==> src/rtl/id_ex_stage.sv <==
// ID->EX pipeline register with bubble insertion, EX operand forwarding and a sticky stall-run monitor.
// Optional perf counters (perf_bubbles_o / perf_flushes_o) are compiled in when PIPE_PERF_EN is defined.
module id_ex_stage #(
    parameter int DW        = 32,
    parameter int MAX_STALL = 4,
    parameter int CW        = 16
) (
    input  logic          clk,
    input  logic          rst,
    input  logic          id_stall_i,
    input  logic          id_flush_i,
    input  logic          id_wreg_i,
    input  logic          id_m2reg_i,
    input  logic          id_wmem_i,
    input  logic [3:0]    id_aluc_i,
    input  logic          id_shift_i,
    input  logic          id_aluimm_i,
    input  logic [DW-1:0] id_qa_i,
    input  logic [DW-1:0] id_qb_i,
    input  logic [DW-1:0] id_imm_i,
    input  logic [4:0]    id_sa_i,
    input  logic [4:0]    id_dest_i,
    input  logic [1:0]    fwda_i,
    input  logic [1:0]    fwdb_i,
    input  logic [DW-1:0] mem_alu_i,
    input  logic [DW-1:0] wb_data_i,
    output logic          ex_valid_o,
    output logic          ex_wreg_o,
    output logic          ex_m2reg_o,
    output logic          ex_wmem_o,
    output logic          ex_shift_o,
    output logic          ex_aluimm_o,
    output logic [3:0]    ex_aluc_o,
    output logic [4:0]    ex_dest_o,
    output logic [DW-1:0] ex_alu_a_o,
    output logic [DW-1:0] ex_alu_b_o,
    output logic [DW-1:0] ex_fwd_b_o,
`ifdef PIPE_PERF_EN
    output logic [CW-1:0] perf_bubbles_o,
    output logic [CW-1:0] perf_flushes_o,
`endif
    output logic          stall_err_o
);

    localparam int RW = $clog2(MAX_STALL + 2);
    localparam logic [RW-1:0] RUN_SAT = RW'(MAX_STALL + 1);

    logic          valid_q, valid_d;
    logic          wreg_q, wreg_d;
    logic          m2reg_q, m2reg_d;
    logic          wmem_q, wmem_d;
    logic          shift_q, shift_d;
    logic          aluimm_q, aluimm_d;
    logic [3:0]    aluc_q, aluc_d;
    logic [4:0]    dest_q, dest_d;
    logic [4:0]    sa_q, sa_d;
    logic [DW-1:0] qa_q, qa_d;
    logic [DW-1:0] qb_q, qb_d;
    logic [DW-1:0] imm_q, imm_d;
    logic [RW-1:0] run_q, run_d;
    logic          err_q, err_d;
    logic          bubble;
    logic [DW-1:0] fwd_a, fwd_b;

    assign bubble = id_stall_i | id_flush_i;

    // A bubble clears every field so a squashed slot cannot leak stale operands.
    always_comb begin
        valid_d  = 1'b0;
        wreg_d   = 1'b0;
        m2reg_d  = 1'b0;
        wmem_d   = 1'b0;
        shift_d  = 1'b0;
        aluimm_d = 1'b0;
        aluc_d   = '0;
        dest_d   = '0;
        sa_d     = '0;
        qa_d     = '0;
        qb_d     = '0;
        imm_d    = '0;
        if (!bubble) begin
            valid_d  = 1'b1;
            wreg_d   = id_wreg_i;
            m2reg_d  = id_m2reg_i;
            wmem_d   = id_wmem_i;
            shift_d  = id_shift_i;
            aluimm_d = id_aluimm_i;
            aluc_d   = id_aluc_i;
            dest_d   = id_dest_i;
            sa_d     = id_sa_i;
            qa_d     = id_qa_i;
            qb_d     = id_qb_i;
            imm_d    = id_imm_i;
        end
    end

    always_comb begin
        run_d = '0;
        if (id_stall_i) begin
            run_d = (run_q == RUN_SAT) ? run_q : run_q + 1'b1;
        end
        err_d = err_q | (run_d == RUN_SAT);
    end

    always_ff @(posedge clk or posedge rst) begin
        if (rst) begin
            valid_q  <= 1'b0;
            wreg_q   <= 1'b0;
            m2reg_q  <= 1'b0;
            wmem_q   <= 1'b0;
            shift_q  <= 1'b0;
            aluimm_q <= 1'b0;
            aluc_q   <= '0;
            dest_q   <= '0;
            sa_q     <= '0;
            qa_q     <= '0;
            qb_q     <= '0;
            imm_q    <= '0;
            run_q    <= '0;
            err_q    <= 1'b0;
        end else begin
            valid_q  <= valid_d;
            wreg_q   <= wreg_d;
            m2reg_q  <= m2reg_d;
            wmem_q   <= wmem_d;
            shift_q  <= shift_d;
            aluimm_q <= aluimm_d;
            aluc_q   <= aluc_d;
            dest_q   <= dest_d;
            sa_q     <= sa_d;
            qa_q     <= qa_d;
            qb_q     <= qb_d;
            imm_q    <= imm_d;
            run_q    <= run_d;
            err_q    <= err_d;
        end
    end

    // Forward selects are live from the hazard unit; code 11 falls back to the register value.
    always_comb begin
        case (fwda_i)
            2'b01:   fwd_a = mem_alu_i;
            2'b10:   fwd_a = wb_data_i;
            default: fwd_a = qa_q;
        endcase
        case (fwdb_i)
            2'b01:   fwd_b = mem_alu_i;
            2'b10:   fwd_b = wb_data_i;
            default: fwd_b = qb_q;
        endcase
    end

    assign ex_alu_a_o  = shift_q ? {{(DW-5){1'b0}}, sa_q} : fwd_a;
    assign ex_alu_b_o  = aluimm_q ? imm_q : fwd_b;
    assign ex_fwd_b_o  = fwd_b;
    assign ex_valid_o  = valid_q;
    assign ex_wreg_o   = wreg_q;
    assign ex_m2reg_o  = m2reg_q;
    assign ex_wmem_o   = wmem_q;
    assign ex_shift_o  = shift_q;
    assign ex_aluimm_o = aluimm_q;
    assign ex_aluc_o   = aluc_q;
    assign ex_dest_o   = dest_q;
    assign stall_err_o = err_q;

`ifdef PIPE_PERF_EN
    logic [CW-1:0] bub_q, bub_d;
    logic [CW-1:0] flu_q, flu_d;

    // A combined stall+flush is charged to the flush counter only.
    always_comb begin
        bub_d = bub_q;
        flu_d = flu_q;
        if (id_flush_i && (flu_q != '1)) begin
            flu_d = flu_q + 1'b1;
        end
        if (id_stall_i && !id_flush_i && (bub_q != '1)) begin
            bub_d = bub_q + 1'b1;
        end
    end

    always_ff @(posedge clk or posedge rst) begin
        if (rst) begin
            bub_q <= '0;
            flu_q <= '0;
        end else begin
            bub_q <= bub_d;
            flu_q <= flu_d;
        end
    end

    assign perf_bubbles_o = bub_q;
    assign perf_flushes_o = flu_q;
`endif

endmodule
==> config.mk <==
export PLATFORM = sky130hd
export DESIGN_NAME = id_ex_stage
export DESIGN_NICKNAME = d
export VERILOG_FILES = /design/src/rtl/id_ex_stage.sv
export SDC_FILE = /design/constraint.sdc
export NUM_CORES = 1
export LEC_CHECK = 0
export BUFFER_PORTS_ARGS = -buffer_cell sky130_fd_sc_hd__buf_2
export CAP_MARGIN = 10
export CORE_MARGIN = 8
export CORE_UTILIZATION = 45
export CTS_BUF_LIST = sky130_fd_sc_hd__clkbuf_8 sky130_fd_sc_hd__clkbuf_16
export DETAILED_ROUTE_END_ITERATION = 10
export PLACE_DENSITY = 0.77
export RECOVER_POWER = 25
export SLEW_MARGIN = 20
export SYNTH_ARGS = -nofsm -noshare
export SYNTH_HDL_FRONTEND = slang
export SYNTH_SLANG_ARGS = --single-unit
==> constraint.sdc <==
create_clock -name clk -period 9.83 [get_ports clk]
set_input_delay 0.4915 -clock clk [delete_from_list [all_inputs] [get_ports clk]]
set_output_delay 0.4915 -clock clk [all_outputs]
set_load 0.005 [all_outputs]
==> flow_metrics.tcl <==
set metrics [dict create \
    h-tree-depth 4 \
    cts-resized-gates 0 \
    overflow 0 \
    cts_setup_buffers 0 \
    outcome "finished, violations left" \
    start_kind "primary input" \
    cts_root_buf "clkbuf_16" \
    critPathCaptureType "flop" \
    clkTransAtPathRegs_ns 0.06 \
    layout_common_cells "297 x buf_2, 120 x dfrtp_1, 109 x and2_1" \
    ios 299 \
    drc 0 \
    fp.dieW_um 131 \
    skew_ns 0.000296 \
    path_common_cell "clkbuf_1" \
    fin_crit_sh_pct 35.4 \
    drv_cap 2 \
    ctsHoldBuffers 0 \
    grt_pass1_vias 5307 \
    tns_ns 0 \
    insertion_delay_ns 0.40 \
    avgSynthCellArea_um2 11.2 \
    criticalPathCategory "primary input to flop" \
    antenna_cells 0 \
    path_cells "clkbuf_1 > nor2_4 > clkbuf_1 > and2_1" \
    relSlewSlack_pct -151 \
    finalSetupViolCount 0 \
    hold_viol_final 0 \
    numCtsBuffers 17 \
    synth_seq_area_share_pct 50.2 \
    core_um2 13100 \
    io_buffers 298 \
    grt_max_degree 117 \
    grtUsageTotal_pct 21.5 \
    cp.required_ns 10.16 \
    cp_max_fo 116 \
    powerDensity_nw_per_um2 168 \
    tightest_slew_ns 3.76 \
    nets 1001 \
    drv_slew 169 \
    ant_nets 0 \
    syn_area_um2 5980 \
    grt_pass1_wl_mm 29.5 \
    wire_per_inst_um 18.6 \
    power_uw 1350 \
    worst_path_max_delay_cell "clkbuf_1" \
    die_area_um2 17200 \
    start_util_pct 45.5 \
    fp.dieH_um 131 \
    layout_commonest_cell "buf_2" \
    vdd_ir_drop_max_mv 0.118 \
    hold_path.class "primary input to flop" \
    period_minus_slack_ns 3.48 \
    rsz0062_at_grt "false" \
    vias 5160 \
    vias_per_cell 5.18 \
    first_pass_iters 4 \
    slowest_delay_ns 2.64 \
    synthCells 532 \
    cts_tree "done" \
    leakage_uw 0.00413 \
    antenna_found_initial 0 \
    place_congestion 0.849 \
    drive_gt1_share_pct 52.5 \
    synth_fp_nets 725 \
    crit_arrival_ns 3.80 \
    area_growth_pct 34.5 \
    drtIter0Drc 284 \
    violations "capacitance limit, slew limit" \
    dp_hpwl_mm 13.5 \
    clock_path_buffers 2 \
    fmax_ghz 0.288 \
    wl_mm 18.6 \
    ys_warn_count 0 \
    num_rows 42 \
    ys_types 25 \
    clock_sinks 120 \
    synth_seq_cells 120 \
]
[sequential cells by signal, summed over array words and instances (netlist names)]
name,cells
ex_aluc_o,4
ex_aluimm_o,1
ex_dest_o,5
ex_m2reg_o,1
ex_shift_o,1
ex_valid_o,1
ex_wmem_o,1
ex_wreg_o,1
imm_q,32
qa_q,32
qb_q,32
run_q,3
sa_q,5
stall_err_o,1
[cells in the mapped netlist]
cell type,n,share of area [%]
a221oi_1,32,4.7
xor2_1,1,0.15
dfrtp_1,120,50
mux2_2,33,6.2
inv_1,7,0.44
and2_1,116,12
buf_1,2,0.13
nand2_1,38,2.4
a41o_1,1,0.17
nor2_4,1,0.19
buf_6,8,1.5
o31ai_1,5,0.63
a31oi_1,1,0.10
o21ai_2,30,4.4
o21ai_0,1,0.084
nor2b_1,33,3.5
a22oi_2,30,6.3
clkbuf_1,17,1.1
buf_2,11,0.92
nor3_1,27,2.3
o21ai_1,2,0.17
ha_1,6,1.3
clkbuf_2,6,0.50
clkbuf_8,2,0.46
a22oi_1,2,0.25
[routing by layer]
layer,part of all wire [%],track usage [%],up-vias
met3,9.9,7.89,28
li1,-,-,2400
met5,0,0,-
met4,1.8,8.10,0
met1,39,25.7,2479
met2,49,34.9,253
[metrics by stage]
step / hold slack, ns / area (um2) / std cells / util [%] / worst slack (ns)
finish: 0.281 / 8050 / 997 / 61.3 / 6.35
global route: 0.262 / 8050 / 997 / 61.3 / 5.83
CTS: 0.180 / 8050 / 997 / 61.3 / 7.00
detailed placement: 0.457 / 7480 / 965 / 56.9 / 7.02
global placement: 0.449 / 7480 / 965 / 56.9 / 6.95
floorplan: 0.460 / 5980 / 532 / - / 6.15
[critical path: cells and delay by family]
| kind | cells | cell delay (ns) |
|---|---|---|
| buffers and inverters | 2 | 2.80 |
| and+or+nand+nor | 2 | 0.47 |
[worst paths after layout]
kind	slack (ns)	cells past startpoint	from	end
setup reg to reg	8.43	4	run_q[0]	stall_err_o
hold / removal	0.28	2	id_qb_i[2]	qb_q[2]
setup / recovery	6.35	4	id_stall_i	qa_q[14]
min in group asynchronous	0.69	2	rst	ex_aluc_o[3]
hold reg to reg	0.48	1	stall_err_o	stall_err_o
max in group asynchronous	7.43	3	rst	qa_q[23]
[power breakdown]
part | leakage (uW) | internal, uW | switching [uW]
logic | 0.00225 | 114 | 125
clock network | 0.000276 | 362 | 226
registers | 0.00161 | 516 | 8.24
total | 0.00413 | 992 | 360
[kinds of logic after synthesis]
logic type	share of synthesized area, %
muxes	6.21
DFF	50.2
and+or+nand+nor	20.4
buffers and inverters	5.02
xor gates and xnor gates	0.146
adders and majority gates	1.25
AOI/OAI and AO/OA	16.8
[final cells by class]
class,instances,area (um2)
well taps,176,220
clock buffers,19,453
fillers,1118,5090
inverters,7,27.5
clock inverters,13,124
flip-flops and latches,120,3000
multi-input cells,359,2700
repair buffers,303,1520
No activity file was read; power rests on OpenSTA's default activity.
